## config.mk

```make
export PLATFORM = sky130hd
export DESIGN_NAME = pool_l1_relu_max
export DESIGN_NICKNAME = d
export VERILOG_FILES = /design/src/rtl/pool_l1_relu_max.sv
export SDC_FILE = /design/constraint.sdc
export NUM_CORES = 2
export LEC_CHECK = 0
export BUFFER_PORTS_ARGS = -buffer_cell sky130_fd_sc_hd__buf_4
export CELL_PAD_IN_SITES_DETAIL_PLACEMENT = 0
export CELL_PAD_IN_SITES_GLOBAL_PLACEMENT = 2
export CORE_MARGIN = 2
export CORE_UTILIZATION = 35
export CTS_BUF_LIST = sky130_fd_sc_hd__clkbuf_16
export CTS_CLUSTER_DIAMETER = 60
export DETAILED_ROUTE_END_ITERATION = 16
export PLACE_DENSITY_LB_ADDON = 0.2
export SYNTH_ARGS = -nofsm -noshare
export SYNTH_HDL_FRONTEND = slang
export SYNTH_SLANG_ARGS = --single-unit
export TNS_END_PERCENT = 10
```

## constraint.sdc

```tcl
create_clock -name clk -period 4.6 [get_ports clk]
set_clock_uncertainty 0.2 [all_clocks]
set_input_delay 0.92 -clock clk [delete_from_list [all_inputs] [get_ports clk]]
set_output_delay 0.92 -clock clk [all_outputs]
set_load 0.03 [all_outputs]
```

## src/rtl/pool_l1_relu_max.sv

```systemverilog
// -----------------------------------------------------------------------------
// pool_l1_relu_max
//
// Layer-1 pooling stage. It walks one finished first-convolution result map in
// non-overlapping 2x2 windows. For each window it computes max(0, w0..w3), which
// is ReLU fused with max-pooling. Each result is written row-major into an
// internal pooled buffer. The next layer reads that buffer through an
// independent registered read port.
//
// Ports
//   clk               in   rising-edge clock for all logic
//   reset             in   synchronous, active-high reset
//   run               in   start request, level-sampled only while idle
//   conv_result_addr  out  conv result read address, row*CONV_RESULT_WIDTH+col
//   conv_result       in   conv result word, valid one cycle after its address
//   pool_read_address in   pooled buffer read address, row*POOL_W+col
//   pool_result       out  registered pooled word for pool_read_address
//                          (0 for addresses beyond the pooled map)
//   done              out  pooling complete; held while run stays high
//
// Per-window schedule (6 cycles):
//   FETCH k=0..3 present the 4 window addresses, DRAIN takes the last word,
//   WRITE stores the accumulator and steps to the next window.
// -----------------------------------------------------------------------------
module pool_l1_relu_max #(
  parameter int DATA_WIDTH         = 16,
  parameter int FRACTION_WIDTH     = 8,
  parameter int ADDR_WIDTH         = 10,
  parameter int CONV_RESULT_WIDTH  = 24,
  parameter int CONV_RESULT_HEIGHT = 24
) (
  input  logic                  clk,
  input  logic                  reset,
  input  logic                  run,
  output logic [ADDR_WIDTH-1:0] conv_result_addr,
  input  logic [DATA_WIDTH-1:0] conv_result,
  input  logic [ADDR_WIDTH-1:0] pool_read_address,
  output logic [DATA_WIDTH-1:0] pool_result,
  output logic                  done
);

  // Odd map dimensions drop the trailing column/row (floor division).
  localparam int POOL_W     = CONV_RESULT_WIDTH / 2;
  localparam int POOL_H     = CONV_RESULT_HEIGHT / 2;
  localparam int POOL_DEPTH = POOL_W * POOL_H;
  localparam int PIDX_W     = (POOL_DEPTH > 1) ? $clog2(POOL_DEPTH) : 1;

  localparam logic [ADDR_WIDTH-1:0] CONV_W_A = ADDR_WIDTH'(CONV_RESULT_WIDTH);
  localparam logic [ADDR_WIDTH-1:0] LAST_C_A = ADDR_WIDTH'(POOL_W - 1);
  localparam logic [ADDR_WIDTH-1:0] LAST_R_A = ADDR_WIDTH'(POOL_H - 1);
  localparam logic [ADDR_WIDTH-1:0] ONE_A    = ADDR_WIDTH'(1);
  // One extra bit so a pooled map that fills the whole address space still
  // compares correctly.
  localparam logic [ADDR_WIDTH:0]   DEPTH_A  = (ADDR_WIDTH + 1)'(POOL_DEPTH);

  // Elaboration-time sanity checks on the parameter set. FRACTION_WIDTH only
  // documents the fixed-point format; max-pooling never rescales.
  generate
    if (POOL_DEPTH < 1 || FRACTION_WIDTH >= DATA_WIDTH ||
        PIDX_W > ADDR_WIDTH || POOL_DEPTH > (1 << ADDR_WIDTH)) begin : g_bad_params
      $error("pool_l1_relu_max: unsupported parameter combination");
    end
  endgenerate

  typedef enum logic [2:0] {
    S_IDLE,
    S_FETCH,
    S_DRAIN,
    S_WRITE,
    S_DONE
  } state_t;

  // ---------------------------------------------------------------------------
  // State and datapath registers
  // ---------------------------------------------------------------------------
  state_t                  r_state;
  logic [ADDR_WIDTH-1:0]   r_row;
  logic [ADDR_WIDTH-1:0]   r_col;
  logic [1:0]              r_k;
  logic signed [DATA_WIDTH-1:0] r_acc;
  logic [ADDR_WIDTH-1:0]   r_addr;
  logic                    r_done;
  // Write pointer tracks row*POOL_W+col directly, so no multiplier is needed
  // on the write side.
  logic [PIDX_W-1:0]       r_wptr;
  logic [DATA_WIDTH-1:0]   r_pool_result;

  state_t                  w_state_next;
  logic [ADDR_WIDTH-1:0]   w_row_next;
  logic [ADDR_WIDTH-1:0]   w_col_next;
  logic [1:0]              w_k_next;
  logic signed [DATA_WIDTH-1:0] w_acc_next;
  logic [ADDR_WIDTH-1:0]   w_addr_next;
  logic                    w_done_next;
  logic [PIDX_W-1:0]       w_wptr_next;
  logic                    w_wr_en;

  logic signed [DATA_WIDTH-1:0] w_word;
  logic signed [DATA_WIDTH-1:0] w_acc_max;
  logic [PIDX_W-1:0]       w_rd_idx;
  logic                    w_rd_in_range;

  // Pooled map storage: one write port (FSM) and one registered read port.
  logic [DATA_WIDTH-1:0]   r_mem [POOL_DEPTH];

  // ---------------------------------------------------------------------------
  // Window address: (2*row + dr) * CONV_RESULT_WIDTH + (2*col + dc), where the
  // fetch index k encodes the offset as {dr, dc}: (0,0),(0,1),(1,0),(1,1).
  // ---------------------------------------------------------------------------
  function automatic logic [ADDR_WIDTH-1:0] win_addr(
    input logic [ADDR_WIDTH-1:0] row,
    input logic [ADDR_WIDTH-1:0] col,
    input logic [1:0]            k
  );
    logic [ADDR_WIDTH-1:0] y;
    logic [ADDR_WIDTH-1:0] x;
    y = (row << 1) | {{(ADDR_WIDTH-1){1'b0}}, k[1]};
    x = (col << 1) | {{(ADDR_WIDTH-1){1'b0}}, k[0]};
    return y * CONV_W_A + x;
  endfunction

  // Signed running max. The accumulator starts at 0 for every window, which
  // folds the ReLU into the max.
  assign w_word    = conv_result;
  assign w_acc_max = (w_word > r_acc) ? w_word : r_acc;

  // ---------------------------------------------------------------------------
  // Next-state and datapath logic
  // ---------------------------------------------------------------------------
  always_comb begin
    w_state_next = r_state;
    w_row_next   = r_row;
    w_col_next   = r_col;
    w_k_next     = r_k;
    w_acc_next   = r_acc;
    w_addr_next  = r_addr;
    w_done_next  = r_done;
    w_wptr_next  = r_wptr;
    w_wr_en      = 1'b0;

    unique case (r_state)
      S_IDLE: begin
        w_done_next = 1'b0;
        if (run) begin
          w_state_next = S_FETCH;
          w_row_next   = '0;
          w_col_next   = '0;
          w_k_next     = 2'd0;
          w_acc_next   = '0;
          w_wptr_next  = '0;
          w_addr_next  = '0;  // window (0,0), offset (0,0)
        end
      end

      S_FETCH: begin
        // The word arriving now belongs to the address presented last cycle;
        // in k=0 the bus still carries data from an earlier window.
        if (r_k != 2'd0) begin
          w_acc_next = w_acc_max;
        end
        if (r_k == 2'd3) begin
          w_state_next = S_DRAIN;  // address held; 4th word arrives next cycle
        end else begin
          w_k_next    = r_k + 2'd1;
          w_addr_next = win_addr(r_row, r_col, w_k_next);
        end
      end

      S_DRAIN: begin
        w_acc_next   = w_acc_max;
        w_state_next = S_WRITE;
      end

      S_WRITE: begin
        w_wr_en     = 1'b1;
        w_wptr_next = r_wptr + PIDX_W'(1);
        if (r_row == LAST_R_A && r_col == LAST_C_A) begin
          w_state_next = S_DONE;
          w_done_next  = 1'b1;
        end else begin
          if (r_col == LAST_C_A) begin
            w_col_next = '0;
            w_row_next = r_row + ONE_A;
          end else begin
            w_col_next = r_col + ONE_A;
          end
          w_state_next = S_FETCH;
          w_k_next     = 2'd0;
          w_acc_next   = '0;
          w_addr_next  = win_addr(w_row_next, w_col_next, 2'd0);
        end
      end

      S_DONE: begin
        w_done_next = 1'b1;
        if (!run) begin
          w_state_next = S_IDLE;
          w_done_next  = 1'b0;
        end
      end

      default: begin
        w_state_next = S_IDLE;
        w_done_next  = 1'b0;
      end
    endcase
  end

  // ---------------------------------------------------------------------------
  // State register
  // ---------------------------------------------------------------------------
  always_ff @(posedge clk) begin
    if (reset) begin
      r_state <= S_IDLE;
      r_row   <= '0;
      r_col   <= '0;
      r_k     <= 2'd0;
      r_acc   <= '0;
      r_addr  <= '0;
      r_done  <= 1'b0;
      r_wptr  <= '0;
    end else begin
      r_state <= w_state_next;
      r_row   <= w_row_next;
      r_col   <= w_col_next;
      r_k     <= w_k_next;
      r_acc   <= w_acc_next;
      r_addr  <= w_addr_next;
      r_done  <= w_done_next;
      r_wptr  <= w_wptr_next;
    end
  end

  // ---------------------------------------------------------------------------
  // Pooled buffer. Contents survive reset; a write coinciding with reset is
  // suppressed so an aborted run never commits a half-built window.
  // ---------------------------------------------------------------------------
  always_ff @(posedge clk) begin
    if (w_wr_en && !reset) begin
      r_mem[r_wptr] <= r_acc;
    end
  end

  // Registered read: a same-cycle write to the same address returns old data.
  assign w_rd_idx      = pool_read_address[PIDX_W-1:0];
  assign w_rd_in_range = ({1'b0, pool_read_address} < DEPTH_A);

  always_ff @(posedge clk) begin
    if (reset) begin
      r_pool_result <= '0;
    end else if (w_rd_in_range) begin
      r_pool_result <= r_mem[w_rd_idx];
    end else begin
      r_pool_result <= '0;
    end
  end

  assign conv_result_addr = r_addr;
  assign done             = r_done;
  assign pool_result      = r_pool_result;

endmodule

```

# Yosys cells after proc, flatten, opt, wreduce, memory -nomap -nowiden
# Memory sizes are Yosys's and may differ from the RTL's. A register that Yosys moved wholly into a read port is not among the register bits.
# Index checks and enable logic that the tools add are counted.
# W data, S select, Z words.
# word_totals
ff_bits,60
ramBits,2304
output_inout_bits,27
elab_cells,92
memories,1
# mem_list
memory,depth,word_bits,rd,rd_clocked_by_memory_dff,wr,line,source
r_mem,144,16,1,1,1,104,logic [DATA_WIDTH-1:0] r_mem [POOL_DEPTH];
# classes
addsub,6
n_mul,2
order_cmp,2
n_eq_ne,15
muxes,36
bitwise,4
reduce_logical,17
# op_table
cell,n
$mux W10,11
$mux W16,4
$pmux W16 S4,1
$pmux W10 S2,2
$pmux W10 S3,1
$add A10 B1 Y10 const B,2
$add A10 B10 Y10,2
$eq A10 B4 Y1 const B,2
$or A10 B1 Y10,2
$gt A16 B16 Y1,1
$ne A2 B2 Y1 const B,8
$pmux W8 S2,1
$pmux W3 S5,1
$mux W3,4
$reduce_and A4 Y1,3
$lt A10 B8 Y1 const B,1
$mul A10 B2 Y7 const B,1
$mul A9 B2 Y6 const B,1
$add A8 B1 Y8 const B,1
$mux W8,1
$eq A3 B2 Y1 const B,2
$mux W2,3
$pmux W2 S3,1
$reduce_and A3 Y1,2
other kinds (15),24

# Logic depth before layout (Yosys ltp)
# depth
depth_word,8
ltp_mapped,18

# Worst setup path after synthesis
# Ideal clock, no wire load.
# synth_path
kind,reg2reg
start,reg r_acc[9]
end,reg r_acc[10]
setup_ns,0.077
arrival_ns,4.005
required_ns,4.323
path_slack_ns,0.318
stages_incl_launch_ff,11
cell_sequence,dfxtp_1 > inv_1 > ha_1 > a21o_1 > a21o_1 > a21oi_1 > o21a_1 > nor2_1 > o21ai_2 > buf_2 > mux2i_1
# synth_between
elab_chain_cells,4
# synth_lines
item,line,source
"start, declared",80,logic signed [DATA_WIDTH-1:0] r_acc;
"start signal, assigned",227,r_acc <= w_acc_next;
$gt A16 B16 Y1 (*),125,assign w_acc_max = (w_word > r_acc) ? w_word : r_acc;
$mux W16 (*),125,
$mux W16,158,if (r_k != 2'd0) begin
$pmux W16 S4 (*),141,unique case (r_state)
# Every way passes the cells marked *; elsewhere a longest branch is shown, timed or not. The select of a mux whose other input is x is not followed.
# A chain may end at the register's enable or synchronous reset.

# Final worst setup path
# layout_path
start,reg r_col[0]
end,reg r_addr[9] (netlist: conv_result_addr[9])
# layout_between
elab_chain_cells,8
elab_cells_between_ends,18
cone_classes,3 x add/sub; 1 x mul; 2 x eq/ne; 9 x mux; 1 x bitwise; 2 x reduce/logical
# layout_lines
item,line,source
"start, declared",78,logic [ADDR_WIDTH-1:0] r_col;
"start signal, assigned",225,r_col <= w_col_next;
$eq A10 B4 Y1,"177, 181",
$mux W10,181,if (r_col == LAST_C_A) begin
$mux W10,177,if (r_row == LAST_R_A && r_col == LAST_C_A) begin
$mux W10,141,
$mul A9 B2 Y6,119,return y * CONV_W_A + x;
$add A10 B10 Y10,119,
$mux W10,177,
$pmux W10 S3,141,
"end signal, assigned",228,r_addr <= w_addr_next;
"end, declared",81,logic [ADDR_WIDTH-1:0] r_addr;
# Parallel ways exist; a longest one is shown, timed or not. The select of a mux whose other input is x is not followed.

==> flow_summary.json <==
{
  "synth_fa_ha_area_frac": 0.006915,
  "yosys_warnings": 0,
  "cts_tree": "built",
  "synthFlopType": "edfxtp_1",
  "maxCapViolCount": 0,
  "dr_total_vias": 47105,
  "synth_top_area_frac": 0.7410,
  "grt_max_degree": 93,
  "clock_sinks": 2380,
  "synth_top_family_by_area": "multiplexers",
  "drc": 0,
  "synth_compound_area_frac": 0.02782,
  "cts-resized-gates": 0,
  "ioPinCount": 56,
  "drv_slew": 0,
  "grt_overflow": 0,
  "setup-violations-final": 0,
  "worst_pin_slew_ps": 1262,
  "synth_fp_nets": 4532,
  "ys_ff_latch": 2380,
  "layout_min_cycle_time_ps": 4110,
  "cts_inserted_buffers": 283,
  "rsz0062_at_grt": "false",
  "synth-edff-count": 2304,
  "rows": 189,
  "die_w_microns": 520.5,
  "synthArstFlopShare": 0,
  "yosysSeqAreaShare": 0.7573,
  "final_core_util": 0.4115,
  "dieArea_sq_um": 270900,
  "status": "completed",
  "fin_nets": 5017,
  "worstSetupStartpoint": "r_col[0]",
  "core_area_sq_um": 265300,
  "crit_required_ps": 5180,
  "synth-xor-area-share": 0.002761,
  "dp_hpwl_microns": 174100,
  "netlist_area_sq_um": 93370,
  "fin_setup_tns_ps": 0,
  "rrSetupSlack_ps": 490,
  "synthSimpleGateAreaFrac": 0.02932,
  "cts_root_buffer": "clkbuf_16",
  "critPathMaxFanout": 16,
  "synth.avg_cell_area_sq_um": 20.96,
  "worstSetupStartpointType": "flop",
  "grt_first_pass_wirelength_microns": 389500,
  "cts_hold_buf": 0,
  "drtPass1Iterations": 5,
  "stdcell_count": 8666,
  "drt_first_iter_violations": 5082,
  "total_leakage_power_nw": 35.37,
  "ant_nets": 0,
  "path_class": "reg -> reg",
  "viasPerCell": 5.436,
  "clk_latency_ps": 950,
  "ir_drop_uv": 394.8,
  "fp.dieH_microns": 520.5,
  "first_global_vias": 48131,
  "synth.distinct_cells": 80,
  "start_util": 0.3519,
  "power_density_nw_per_um2": 430.6,
  "cp.arrival_ps": 4690,
  "synth_top_cell_by_area": "edfxtp_1",
  "place.gp.congestion": 0.8543,
  "post_cts_buffers": 0,
  "syn_to_final_growth_pct": 16.92,
  "synthCells": 4454,
  "worstHoldStart": "conv_result[0]",
  "cts.reportedPaths.clkPinSlew_ps": 60,
  "end_kind": "flop",
  "port_buffers": 55,
  "drive_gt1_frac": 0.3055,
  "ys_top_cells_by_area": "edfxtp_1 (74%), mux4_2 (14%), dfxtp_1 (1.6%), mux2i_1 (1.1%), nor2_1 (1.1%)",
  "slew_headroom": 0.1497,
  "wl_per_cell_microns": 32.21,
  "hold_class": "in -> reg",
  "antenna_found_initial": 8,
  "hold_viol_final": 0,
  "fin_crit_sh": 0.8935,
  "timing.rr.start": "r_col[0]",
  "grtUsageTotal": 0.2051,
  "cts_buffer_depth": 4,
  "routed_wl_microns": 279100,
  "synthMuxAreaShare": 0.1584,
  "max_freq_mhz": 243.3,
  "cts_max_level": 5,
  "place_inst": 8187
}
routing by layer:
| layer | routed length (microns) | GRT usage | vias up |
|---|---|---|---|
| li1 | - | - | 19546 |
| met1 | 123300 | 0.2900 | 25781 |
| met2 | 133500 | 0.3303 | 1411 |
| met3 | 14500 | 0.03171 | 367 |
| met4 | 7822 | 0.05626 | 0 |
| met5 | 0 | 0 | - |
report_power, final:
group / switching (mW) / leakage (nW) / internal [mW]
clock network: 8.60 / 4.41 / 12.4
logic: 1.44 / 9.12 / 0.835
registers: 0.0410 / 21.8 / 23.7
total: 10.1 / 35.4 / 36.9
critical path: stages (launching register included):
cell and delay, ps:
dfxtp_1 380, ha_1 320, nor4b_2 270, and3_1 230, buf_4 240, xnor2_1 130
ha_1 230, ha_1 200, a41oi_1 210, nand2_1 100, xor2_1 160, ha_1 320
inv_1 80, o21bai_1 80, a21oi_1 180, xnor3_1 240, mux2_1 320, o221a_2 120
synthesized netlist by cell type (10+ instances only):
library cell	count
edfxtp_1	2304
mux4_2	599
nor2_1	271
nand2_1	121
mux2i_1	104
a21oi_1	91
buf_2	80
clkbuf_1	76
dfxtp_1	76
o21ai_0	61
nand3_1	48
ha_1	46
inv_1	40
a22oi_1	37
buf_4	37
nor3_1	36
a221oi_1	33
buf_6	31
nand2b_1	29
o22ai_1	25
nor2b_1	24
a22o_1	23
mux2_2	22
xnor2_1	19
a211oi_1	17
nand4_1	17
and2_1	14
o221ai_1	14
a21o_1	10
a31oi_1	10
buf_1	10
nor4_1	10
cells by family after synthesis:
| family | Yosys count |
|---|---|
| AO/OA/AOI/OAI | 382 |
| buffers and inverters | 284 |
| XOR/XNOR | 27 |
| adder cells (fa/ha/maj) | 50 |
| AND/OR/NAND/NOR | 605 |
| multiplexers | 726 |
| flip-flops | 2380 |
stage by stage:
step	area (sq um)	hold WS, ps	power, mW	setup slack (ps)
3_5_place_dp	100600	246.2	26.52	81.59
5_1_grt	109200	35.28	48.37	185.6
4_1_cts	109200	5.571	47.51	489.2
2_1_floorplan	93370	251.3	25.51	317.9
3_3_place_gp	100500	242.8	26.51	-900.1
6_report	109200	82.95	47.01	489.7
flip-flops by register name, summed over array words and instances (netlist names):
name and count:
conv_result_addr 10, r_acc 16, r_col 10, r_state 3, r_wptr 8, pool_result 16
r_k 2, r_row 10, done 1, r_mem 2304
final timing paths:
| path | cells after the start | to |
|---|---|---|
| worst min register to register | 2 | conv_result_addr[4] |
| worst min-delay path | 3 | r_acc[0] |
| worst max-delay path | 17 | conv_result_addr[9] |
| worst max register to register | 17 | conv_result_addr[9] |
cell type report:
cell class              instances  area (sq um)
well taps                    3533          4420
fillers                     23468        156200
clock inverters               185          1404
flip-flops and latches       2380         70770
diodes                          7         17.52
inverters                      43         166.4
multi-input cells            1790         21310
clock buffers                 287          7182
repair buffers                441          3902
placed cells by master, fill, tap and decap left out, drive strengths merged, types with 9 or more instances in the layout:
cell      instances
a211oi           17
a22oi            37
nand2b           29
clkinvlp          9
nand2           121
nor2b            24
clkinv          100
a31oi            10
nand3            49
mux2i           104
ha               46
dfxtp            76
nor3             36
mux2             23
a21o             10
inv              99
o211ai            9
nand4            17
a221oi           35
nor4             10
o22ai            25
clkbuf          287
and2             15
buf             441
o221ai           14
mux4            599
nor2            271
bufinv           20
edfxtp         2304
a21oi            91
xnor2            20
o21ai            64
a22o             23
and3              9
Note: power is estimated with default switching activity, not from simulation.
